### src/rtl/sgt_pkg.sv
// Shared types for the bit-serial comparator.
// FSM state encoding and counter-width helper.
package sgt_pkg;

  typedef enum logic [1:0] {
    IDLE,
    SHIFT,
    DONE
  } sgt_state_t;

  // Width of the bit counter; N >= 2 so this is never below 1.
  function automatic int cnt_width(input int n);
    return (n < 2) ? 1 : $clog2(n);
  endfunction

endpackage

### src/rtl/bit_cmp_cell.sv
// One-bit update of the running greater/less flags.
// Ports: ai, bi (current bits), g_in, l_in (flags so far), g_out, l_out.
module bit_cmp_cell (
  input  logic ai,
  input  logic bi,
  input  logic g_in,
  input  logic l_in,
  output logic g_out,
  output logic l_out
);

  // A differing bit overrides whatever the less significant bits decided.
  always_comb begin
    g_out = g_in;
    l_out = l_in;
    unique case (1'b1)
      (ai & ~bi): begin
        g_out = 1'b1;
        l_out = 1'b0;
      end
      (~ai & bi): begin
        g_out = 1'b0;
        l_out = 1'b1;
      end
      default: ;
    endcase
  end

endmodule

### src/rtl/serial_greater_than.sv
// LSB-first bit-serial unsigned comparator with start/ready and valid/ready handshakes.
// Ports: clk, reset (async high), start/a/b/ready in, res_valid/res_ready/gt/eq/lt out.
module serial_greater_than
  import sgt_pkg::*;
#(
  parameter int N = 8
) (
  input  logic         clk,
  input  logic         reset,
  input  logic         start,
  input  logic [N-1:0] a,
  input  logic [N-1:0] b,
  output logic         ready,
  output logic         res_valid,
  input  logic         res_ready,
  output logic         gt,
  output logic         eq,
  output logic         lt
);

  localparam int CW = cnt_width(N);
  localparam logic [CW-1:0] LAST = CW'(N - 1);

  sgt_state_t    r_state;
  logic [N-1:0]  r_sa;
  logic [N-1:0]  r_sb;
  logic          r_g;
  logic          r_l;
  logic [CW-1:0] r_cnt;
  logic          r_ready;
  logic          r_valid;
  logic          r_gt;
  logic          r_eq;
  logic          r_lt;

  logic          w_g_next;
  logic          w_l_next;

  bit_cmp_cell u_cell (
    .ai    (r_sa[0]),
    .bi    (r_sb[0]),
    .g_in  (r_g),
    .l_in  (r_l),
    .g_out (w_g_next),
    .l_out (w_l_next)
  );

  always_ff @(posedge clk or posedge reset) begin
    if (reset) begin
      r_state <= IDLE;
      r_sa    <= '0;
      r_sb    <= '0;
      r_g     <= 1'b0;
      r_l     <= 1'b0;
      r_cnt   <= '0;
      r_ready <= 1'b1;
      r_valid <= 1'b0;
      r_gt    <= 1'b0;
      r_eq    <= 1'b0;
      r_lt    <= 1'b0;
    end else begin
      unique case (r_state)
        IDLE: begin
          if (start) begin
            r_sa    <= a;
            r_sb    <= b;
            r_g     <= 1'b0;
            r_l     <= 1'b0;
            r_cnt   <= '0;
            r_ready <= 1'b0;
            r_state <= SHIFT;
          end
        end
        SHIFT: begin
          r_sa <= r_sa >> 1;
          r_sb <= r_sb >> 1;
          r_g  <= w_g_next;
          r_l  <= w_l_next;
          // Counter stops at N-1 so it never wraps.
          if (r_cnt == LAST) begin
            r_gt    <= w_g_next;
            r_lt    <= w_l_next;
            r_eq    <= ~w_g_next & ~w_l_next;
            r_valid <= 1'b1;
            r_state <= DONE;
          end else begin
            r_cnt <= r_cnt + 1'b1;
          end
        end
        DONE: begin
          if (res_ready) begin
            r_valid <= 1'b0;
            r_ready <= 1'b1;
            r_state <= IDLE;
          end
        end
        default: r_state <= IDLE;
      endcase
    end
  end

  assign ready     = r_ready;
  assign res_valid = r_valid;
  assign gt        = r_gt;
  assign eq        = r_eq;
  assign lt        = r_lt;

endmodule

### config.mk
export PLATFORM = sky130hd
export DESIGN_NAME = serial_greater_than
export DESIGN_NICKNAME = d
export VERILOG_FILES = /design/src/rtl/sgt_pkg.sv /design/src/rtl/bit_cmp_cell.sv /design/src/rtl/serial_greater_than.sv
export SDC_FILE = /design/constraint.sdc
export NUM_CORES = 1
export LEC_CHECK = 0
export ABC_AREA = 0
export CAP_MARGIN = 25
export CORE_ASPECT_RATIO = 0.7
export CORE_UTILIZATION = 35
export CTS_BUF_LIST = sky130_fd_sc_hd__clkbuf_4
export DETAILED_ROUTE_END_ITERATION = 8
export MAX_ROUTING_LAYER = met4
export PLACE_DENSITY_LB_ADDON = 0.15
export SLEW_MARGIN = 20
export SYNTH_ARGS = -nofsm -noshare
export SYNTH_HDL_FRONTEND = slang
export SYNTH_SLANG_ARGS = --single-unit
### constraint.sdc
create_clock -name clk -period 2.8 [get_ports clk]
set_input_delay 0.7 -clock clk [delete_from_list [all_inputs] [get_ports clk]]
set_output_delay 0.7 -clock clk [all_outputs]
set_load 0.05 [all_outputs]
==> summary.md <==
| Metric | Value |
|---|---|
| Vert. Die Dim | 55.2 um |
| Clk pin slew, worst setup/hold paths | 0.16 ns |
| Post-Route Utilization | 0.455 |
| Floorplan die width | 78 um |
| Fraction of synthesized area in multiplexers | 0.127 |
| Netlist area before placement | 1420 sq um |
| Leakage power total | 0.745 nW |
| Hold_buf cts | 0 |
| Share of the clock period used by the worst path | 0.858 |
| Number of warnings reported in the yosys synthesis log | 0 |
| Final count of pins violating max slew | 0 |
| Area share of xor/xnor cells in the synthesized design | 0 |
| Area share of fa/ha/maj cells after synthesis | 0.0442 |
| Combinational family with the most area after synthesis | compound AO/OA/AOI/OAI gates |
| Worst path bufs/invs | 1 |
| Async set-or-reset flop fraction in the synthesized netlist | 1.00 |
| Setup repair after global routing missed its margin | false |
| Relative max-transition margin | 0.354 |
| Cts bufs inserted | 3 |
| Ports | 25 |
| Cell taking the most area after synthesis | sky130_fd_sc_hd__dfrtp_1 |
| Most instantiated library cell after synthesis | sky130_fd_sc_hd__dfrtp_1 |
| Sequential fraction of the synthesis area | 0.496 |
| Setup Buffers After CTS | 0 |
| Post-synthesis compound-gate area fraction | 0.143 |
| Cell chain of the critical path | clkdlybuf4s50_1 |
| First-iteration detailed-routing DRC count | 32 |
| Highest-delay cell along the critical path | sky130_fd_sc_hd__clkdlybuf4s50_1 |
| FF+latch count, synth | 28 |
| Final hold violations | 0 |
| Mapped Nets | 162 |
| Number of nets in the finished design | 184 |
| Remaining antenna violation count after routing | 0 |
| Total GRT Usage | 0.135 |
| Top cell type's share of synthesized area | 0.477 |
| CTS tree | yes |
| Number of max-cap violations | 0 |
| Worst Path Required | 2.10 ns |
| Final period demand of the worst path | 2.40 ns |
| CP startpoint kind | register |
| Run status | finished clean |
| Initial antenna violation count | 0 |
| Post-DR vias/cell | 4.74 |
| CP delay by family, top | buffers and inverters |
| Peak VDD IR | 299 uV |
| Vias in the first global route | 949 |
| EDFF count, synth | 0 |
| Num Clock Sinks | 28 |
| 1st-pass router iterations | 4 |
| Overall power of the completed layout | 1.60 mW |
| Largest stage delay, worst path | 0.80 ns |
| Area of placed instances | 1650 sq um |
| Most instantiated cells after synthesis | sky130_fd_sc_hd__dfrtp_1 (27), sky130_fd_sc_hd__nand2_1 (23), sky130_fd_sc_hd__mux2i_1 (18) |
| Clock Skews | 0.0170 ns |
| DR WL/cell | 12.2 um |
| Number of unique standard cell types used by synthesis | 24 |
| Core Rows | 18 |
| Final total negative setup slack | 0 ns |
| Tightest Hold Check Type | reg2reg |
| Final wirelength | 2530 um |
| Total via count after detailed routing | 986 |
| Clock latency reported for the late side of the worst-skew pair | 0.33 ns |
| Post-synthesis average cell area | 10.3 sq um |
| Diode insertion count for antenna repair | 0 |
| Slew of the pin with the lowest slew margin | 0.970 ns |
| Finished Cell Area | 1680 sq um |
| Synth area leaders | sky130_fd_sc_hd__dfrtp_1 (48%), sky130_fd_sc_hd__mux2i_1 (13%), sky130_fd_sc_hd__nand2_1 (6.1%) |
| Weighted congestion at the end of routability-driven global placement | 0.730 |
| Area grow syn2layout | 18.7% |
| Final routed DRC violation total | 0 |
| Pin count of the biggest net entering global routing | 30 |
| H-tree level count | 1 |
| Main flop type after synthesis | sky130_fd_sc_hd__dfrtp_1 |
| Worst Setup End Kind | output pin |
| Highest attainable clock frequency | 416 MHz |
| Post-synthesis simple-gate area fraction | 0.118 |
| Congestion Overflow GR | 0 |
| Cell chosen for the clock root | sky130_fd_sc_hd__clkbuf_4 |
| Number of port buffers | 24 |
| Signal arrival time at the worst endpoint | 1.70 ns |
| Number of instances resized during post-cts repair | 0 |
| Maximum buffer depth of the clock tree | 2 |
| Worst hold slack after final layout | 0.502 ns |
| Area enclosed by the die boundary | 4310 sq um |
| Wire length of the first global-routing pass | 4400 um |
| Core Box Area | 3690 sq um |
| Final setup vio count | 0 |
| Cell area power density | 954 nW/um^2 |
| Starting Density | 0.383 |
| Crit path max fanout | 3 |
| Half-perimeter wire length after placement | 1820 um |
| CP Class | reg2out |
| Synth Instances | 137 |
| Share of final-layout standard cells stronger than drive strength 1 | 0.0506 |
==> registers in the layout, indices dropped and copies added, names as in the netlist <==
signal and cells:
eq 1, gt 1, lt 1, r_cnt 3, r_g 1, r_l 1, r_sa 8, r_sb 8
r_state 2, ready 1, res_valid 1
==> kinds of logic (layout without fill, tap and decap cells) <==
logic type               after synthesis  count (layout)
adder cells (fa/ha/maj)                5               5
AND/OR/NAND/NOR                       37              37
AO/OA/AOI/OAI                         33              33
flip-flops                            28              28
multiplexers                          18              18
buffers and inverters                 16              37
==> worst register-to-register path: stages, from the launching register on <==
cell                       delay, ns
sky130_fd_sc_hd__dfrtp_1        0.61
sky130_fd_sc_hd__nand2b_1       0.81
sky130_fd_sc_hd__nor2_1         0.16
sky130_fd_sc_hd__a22o_1         0.27
==> path summary, 6_finish.rpt <==
| check | start | endpoint | slack, ns | cells past startpoint |
|---|---|---|---|---|
| worst max-delay path | ready$_DFFE_PP1P_ | ready | 0.40 | 1 |
| worst min-delay path | r_sa[1]$_DFFE_PP0P_ | r_sa[1]$_DFFE_PP0P_ | 0.50 | 2 |
| worst max register to register | r_state[1]$_DFFE_PP0P_ | r_g$_DFFE_PP0P_ | 0.83 | 3 |
| worst min register to register | r_sa[1]$_DFFE_PP0P_ | r_sa[1]$_DFFE_PP0P_ | 0.50 | 2 |
| max in group asynchronous | reset | ready$_DFFE_PP1P_ | 1.78 | 3 |
| min in group asynchronous | reset | r_sa[2]$_DFFE_PP0P_ | 0.72 | 3 |
==> power breakdown <==
group	switching [mW]	total (mW)	leakage, nW	internal (mW)
Clock	0.116	0.168	0.0154	0.0523
Combinational	0.413	0.754	0.375	0.341
Sequential	0.116	0.682	0.354	0.566
==> metrics by stage <==
stage / setup WS, ns / std cells
5_1_grt: 0.347 / 208
3_5_place_dp: 0.672 / 204
4_1_cts: 0.383 / 208
6_report: 0.397 / 208
2_1_floorplan: 1.41 / 137
3_3_place_gp: 0.734 / 204
==> layer usage <==
metal	routed length [um]	vias up	GRT usage
li1	-	501	-
met5	0	-	-
met2	1070	21	0.204
met4	15	0	0.0238
met1	1330	462	0.183
met3	117	2	0.0397
==> cells in the final DEF, fill, tap and decap left out <==
master                            instances
sky130_fd_sc_hd__ha_1                     5
sky130_fd_sc_hd__nand2b_1                 3
sky130_fd_sc_hd__o21ai_1                 15
sky130_fd_sc_hd__dfrtp_1                 27
sky130_fd_sc_hd__mux2i_1                 18
sky130_fd_sc_hd__inv_1                    8
sky130_fd_sc_hd__a21oi_1                  7
sky130_fd_sc_hd__nor2b_2                  1
sky130_fd_sc_hd__a22o_1                   2
sky130_fd_sc_hd__a21oi_4                  1
sky130_fd_sc_hd__clkinv_1                 1
sky130_fd_sc_hd__o31ai_1                  1
sky130_fd_sc_hd__nor2b_1                  3
sky130_fd_sc_hd__o21bai_4                 1
sky130_fd_sc_hd__o21ai_0                  5
sky130_fd_sc_hd__nand3b_1                 1
sky130_fd_sc_hd__nor3_1                   1
sky130_fd_sc_hd__buf_4                    1
sky130_fd_sc_hd__clkdlybuf4s50_1         24
sky130_fd_sc_hd__or3_1                    1
sky130_fd_sc_hd__nand2_1                 23
sky130_fd_sc_hd__dfstp_2                  1
sky130_fd_sc_hd__a21o_1                   1
sky130_fd_sc_hd__nor2_1                   4
sky130_fd_sc_hd__clkbuf_4                 3
==> final cells by class <==
cell class	instances	area (sq um)
clock buffers	3	22.5
inverters	8	30.0
flip-flops and latches	28	702
well taps	50	62.6
repair buffers	25	248
multi-input cells	93	612
clock inverters	1	3.75
fillers	366	2010
No activity file was read; power rests on OpenSTA's default activity.
